### src/rtl/ped_sched.sv
// ----------------------------------------------------------------------------
// ped_sched
//
// Round-robin scheduler that shares one slow resource among N requesters.
// Each one-cycle request pulse is latched as a pending bit. Pending requests
// are granted one at a time through a start/done handshake.
//
// Handshake: when a requester is chosen, start pulses high for exactly one
// cycle while grant shows the one-hot owner. grant and busy stay high until
// the resource answers with done (sampled only in WAIT). Afterwards the block
// spends one IDLE cycle before it can grant again.
//
// Optional feature: define PED_SCHED_TIMEOUT_EN to build a wait counter that
// aborts a grant after TIMEOUT cycles in WAIT without done. Without the macro
// no counter is built and timeout is tied to 0.
//
// Parameters:
//   N          number of requesters (2..8)
//   TIMEOUT    WAIT cycles allowed before abort (timeout build only, >= 2)
//
// Ports:
//   clk        clock
//   rst        asynchronous active-high reset
//   req_pulse  one-cycle request pulses, bit i = requester i
//   done       resource finished the granted job
//   grant      one-hot owner of the resource, 0 when idle
//   start      one-cycle pulse at the start of each grant
//   busy       high in START and WAIT
//   pending    latched, not-yet-granted requests
//   drop       one-cycle pulse: a request hit an already-set pending bit
//   timeout    one-cycle pulse: a grant was aborted
//   fsm_state  current FSM state (0=IDLE, 1=START, 2=WAIT), for observation
// ----------------------------------------------------------------------------
module ped_sched #(
    parameter int N       = 4,
    parameter int TIMEOUT = 1024
) (
    input  logic         clk,
    input  logic         rst,
    input  logic [N-1:0] req_pulse,
    input  logic         done,
    output logic [N-1:0] grant,
    output logic         start,
    output logic         busy,
    output logic [N-1:0] pending,
    output logic         drop,
    output logic         timeout,
    output logic [1:0]   fsm_state
);

    localparam int PW = $clog2(N);

    typedef enum logic [1:0] {
        IDLE  = 2'd0,
        START = 2'd1,
        WAIT  = 2'd2
    } state_t;

    state_t        state;
    logic [PW-1:0] ptr;          // last granted requester; also the current owner

`ifdef PED_SCHED_TIMEOUT_EN
    localparam int TW = $clog2(TIMEOUT + 1);
    logic [TW-1:0] wait_cnt;
`endif

    logic [PW-1:0] winner;
    logic [PW-1:0] idx;
    logic          found;
    logic          any_pending;
    logic          start_en;
    logic [N-1:0]  clr;
    logic [N-1:0]  pending_next;
    logic          drop_next;

    // Round-robin search: offsets 1..N from ptr, first set pending bit wins.
    // Offset N comes back to ptr itself so a lone request from the last owner
    // is still served.
    always_comb begin
        winner = ptr;
        idx    = '0;
        found  = 1'b0;
        for (int i = 1; i <= N; i++) begin
            idx = PW'((int'(ptr) + i) % N);
            if (!found && pending[idx]) begin
                winner = idx;
                found  = 1'b1;
            end
        end
    end

    assign any_pending = |pending;
    assign start_en    = (state == IDLE) && any_pending;
    assign clr         = start_en ? ({{(N-1){1'b0}}, 1'b1} << winner) : '0;

    // A new pulse on the clearing edge re-pends the requester instead of
    // being dropped; otherwise a pulse on a set bit is lost and reported.
    assign pending_next = (pending & ~clr) | req_pulse;
    assign drop_next    = |(req_pulse & pending & ~clr);

    assign fsm_state = state;

    always_ff @(posedge clk or posedge rst) begin
        if (rst) begin
            state   <= IDLE;
            pending <= '0;
            ptr     <= PW'(N - 1);
            grant   <= '0;
            start   <= 1'b0;
            busy    <= 1'b0;
            drop    <= 1'b0;
`ifdef PED_SCHED_TIMEOUT_EN
            timeout  <= 1'b0;
            wait_cnt <= '0;
`endif
        end else begin
            pending <= pending_next;
            drop    <= drop_next;
            start   <= 1'b0;
`ifdef PED_SCHED_TIMEOUT_EN
            timeout <= 1'b0;
`endif
            case (state)
                IDLE: begin
                    if (any_pending) begin
                        state <= START;
                        ptr   <= winner;
                        grant <= clr;
                        start <= 1'b1;
                        busy  <= 1'b1;
                    end
                end
                START: begin
                    state <= WAIT;
`ifdef PED_SCHED_TIMEOUT_EN
                    wait_cnt <= '0;
`endif
                end
                WAIT: begin
                    if (done) begin
                        state <= IDLE;
                        grant <= '0;
                        busy  <= 1'b0;
                    end
`ifdef PED_SCHED_TIMEOUT_EN
                    // wait_cnt holds the number of WAIT cycles already
                    // completed, so TIMEOUT-1 marks the last allowed cycle.
                    else if (wait_cnt == TW'(TIMEOUT - 1)) begin
                        state   <= IDLE;
                        grant   <= '0;
                        busy    <= 1'b0;
                        timeout <= 1'b1;
                    end else if (wait_cnt != TW'(TIMEOUT)) begin
                        wait_cnt <= wait_cnt + 1'b1;
                    end
`endif
                end
                default: begin
                    state <= IDLE;
                    grant <= '0;
                    busy  <= 1'b0;
                end
            endcase
        end
    end

`ifndef PED_SCHED_TIMEOUT_EN
    assign timeout = 1'b0;
`endif

endmodule

### config.mk
export PLATFORM = sky130hd
export DESIGN_NAME = ped_sched
export DESIGN_NICKNAME = d
export VERILOG_FILES = /design/src/rtl/ped_sched.sv
export SDC_FILE = /design/constraint.sdc
export NUM_CORES = 1
export LEC_CHECK = 0
export CORE_MARGIN = 2
export CORE_UTILIZATION = 45
export CTS_BUF_LIST = sky130_fd_sc_hd__clkbuf_8
export CTS_CLUSTER_DIAMETER = 60
export DETAILED_ROUTE_END_ITERATION = 8
export DONT_BUFFER_PORTS = 1
export GPL_TIMING_DRIVEN = 0
export MAX_ROUTING_LAYER = met4
export SYNTH_ARGS = -nofsm -noshare
export SYNTH_HDL_FRONTEND = slang
export SYNTH_SLANG_ARGS = --single-unit
### constraint.sdc
create_clock -name clk -period 4.2 [get_ports clk]
set_input_delay 0.63 -clock clk [delete_from_list [all_inputs] [get_ports clk]]
set_output_delay 0.63 -clock clk [all_outputs]
set_load 0.02 [all_outputs]
==> impl_metrics.json <==
{
  "gp_congestion": 0.842,
  "grt_max_degree": 16,
  "crit_fanout": 9,
  "synth_ff_type": "dfrtp_1",
  "power_density_mw_per_mm2": 920,
  "maxCapViolCount": 0,
  "vias": 485,
  "status": "complete, no violations",
  "antenna_found_initial": 0,
  "postCtsHoldBufs": 0,
  "drt_iter0_drc": 9,
  "synth_area_leaders": "dfrtp_1 (48%), nand2_1 (8.3%), dfstp_2 (7.8%)",
  "fill_cells": 128,
  "fp.dieW_um": 42.8,
  "design.die.area_mm2": 0.00183,
  "num_antenna_cells": 0,
  "worst_clock_skew_ns": 0.00179,
  "rsz0062_at_grt": "no",
  "crit_arrival_ns": 2.07,
  "synth_commonest_cells": "nand2_1 (15), dfrtp_1 (13), nand3_1 (6), o21ai_0 (6)",
  "dr.pass1.iters": 4,
  "grt_overflow_total": 0,
  "end_kind": "flip-flop",
  "grt.total_usage": 0.154,
  "r2r-start": "pending[2]$_DFF_PP0_",
  "ant_nets": 0,
  "critPathKind": "reg2reg",
  "yosysTopAreaCell": "dfrtp_1",
  "max_freq_mhz": 514,
  "crit_required_ns": 4.32,
  "cts_setup_buffers": 0,
  "drive_gt1_frac": 0.164,
  "core_area_mm2": 0.00135,
  "r2r_slack_ns": 2.26,
  "initial_utilization": 0.501,
  "syn_area_per_cell_um2": 9.81,
  "async_flop_share": 1.00,
  "r2r-end": "drop$_DFF_PP0_",
  "wl_per_cell_um": 13.8,
  "ys.warnings.count": 0,
  "fin_crit_ns": 1.94,
  "cts.sinks": 15,
  "tns_ns": 0,
  "place_area_um2": 696,
  "synth-seq-area-share": 0.558,
  "area_growth_pct": 9.61,
  "tritoncts": "yes",
  "vias_per_cell": 5.51,
  "r2r_cells": 6,
  "routed_wl_mm": 1.21,
  "multi_input_area_um2": 269,
  "synth-edff-count": 0,
  "drc_errors": 0,
  "cts_resized": 0,
  "grt_pass1_vias": 455,
  "clk_latency_ns": 0.24,
  "hold_slack_ns": 0.313,
  "irDropWorstVdd_mv": 0.405,
  "nets": 81,
  "yosysMostFrequentCell": "nand2_1",
  "relSlewSlack": 0.639,
  "seqCellArea_um2": 378,
  "dp_hpwl_um": 921,
  "synth_cell_types": 23,
  "netlist_area_um2": 677,
  "hold_violations": 0,
  "rows": 13,
  "worst_slew_pin_slew_ns": 0.541,
  "power_leakage_nw": 0.350,
  "clk_pin_slew_ns": 0.06,
  "stdcell_area_um2": 742,
  "slew_violations": 0,
  "io_pins": 21,
  "setup_viol": 0,
  "grt_pass1_wl_mm": 2.06,
  "syn_nets": 76,
  "synth_seq_cells": 15,
  "synth_top_area_frac": 0.481,
  "numPortBuffers": 0,
  "hold_class": "in2async",
  "h-tree-depth": 1,
  "finalCritPeriodShare": 0.463,
  "cp-start-kind": "flip-flop",
  "netlist_instances": 69,
  "die_h_um": 42.8,
  "numCtsBuffers": 3,
  "cts-root-buf": "clkbuf_8",
  "clockBufferDepth": 2
}
[power breakdown]
part | switching [W] | internal, W | total (W)
Clock | 0.0000488 | 0.0000656 | 0.000114
Combinational | 0.000121 | 0.000105 | 0.000226
Sequential | 0.000129 | 0.000214 | 0.000342
[stage by stage]
step                      std cells  utilization  setup WS (ns)  total power, W
after global placement           84        0.515           2.26        0.000569
final                            88        0.550           2.26        0.000682
after global routing             88        0.550           2.10        0.000744
after detailed placement         84        0.515           2.26        0.000575
after floorplan                  69            -           2.40        0.000520
after CTS                        88        0.550           2.24        0.000692
[layout make-up]
class                      instances  area share
multi-input combinational         49       0.363
tap                               15      0.0253
buffer                             2      0.0253
inverter                           3      0.0152
clock inverter                     1     0.00675
sequential                        15       0.509
clock buffer                       3      0.0556
[flip-flops by register name, summed over array words and instances (netlist names)]
| name | flops |
|---|---|
| busy | 1 |
| drop | 1 |
| start | 1 |
| pending | 4 |
| ptr | 2 |
| grant | 4 |
| fsm_state | 2 |
[worst max-delay path: stages, from the launching register on]
cell,delay [ns]
dfrtp_1,0.55
nor4_1,0.12
or3_1,0.33
buf_6,0.14
or3_1,0.39
a32oi_1,0.20
nand3_1,0.09
[cell usage in the layout, fill, tap and decap left out]
cell type / synthesis / routed
dfrtp_1: 13 / 13
nor2_1: 2 / 2
and3_1: 1 / 1
or3_4: 1 / 1
nor2b_1: 1 / 1
clkbuf_8: 0 / 3
conb_1: 1 / 1
buf_4: 1 / 1
buf_6: 1 / 1
and2_2: 1 / 1
nand2_1: 15 / 15
and2b_1: 1 / 1
or3_1: 2 / 2
o21ai_0: 6 / 6
mux2i_1: 1 / 1
nand2b_1: 3 / 3
a21o_1: 3 / 3
nor4_1: 1 / 1
a32oi_1: 1 / 1
inv_1: 3 / 3
and2_1: 1 / 1
dfstp_2: 2 / 2
nand3_1: 6 / 6
clkinv_2: 0 / 1
a21o_2: 2 / 2
[cell families (layout without fill, tap and decap cells)]
kind of cell           after synthesis  count (layout)  share of synthesized area
AO/OA/AOI/OAI                       12              12                      0.116
buffers and inverters                5               9                     0.0444
flip-flops                          15              15                      0.558
multiplexers                         1               1                     0.0148
other                                1               1                    0.00554
AND/OR/NAND/NOR                     35              35                      0.261
[routing by layer]
metal,GRT usage,up-vias,share of wire
met2,0.236,16,0.46
met1,0.202,231,0.46
met5,-,-,0
li1,-,236,-
met4,0.0563,0,0.012
met3,0.0298,2,0.063
[worst max-delay path by stage]
stage                         start             end  slack, ns
3_5_place_dp   pending[2]$_DFF_PP0_  drop$_DFF_PP0_       2.26
2_1_floorplan  pending[2]$_DFF_PP0_  drop$_DFF_PP0_       2.40
4_1_cts        pending[2]$_DFF_PP0_  drop$_DFF_PP0_       2.24
6_report       pending[2]$_DFF_PP0_  drop$_DFF_PP0_       2.26
5_1_grt        pending[0]$_DFF_PP0_  drop$_DFF_PP0_       2.10
3_3_place_gp   pending[2]$_DFF_PP0_  drop$_DFF_PP0_       2.26
No activity file was read; power rests on OpenSTA's default activity.
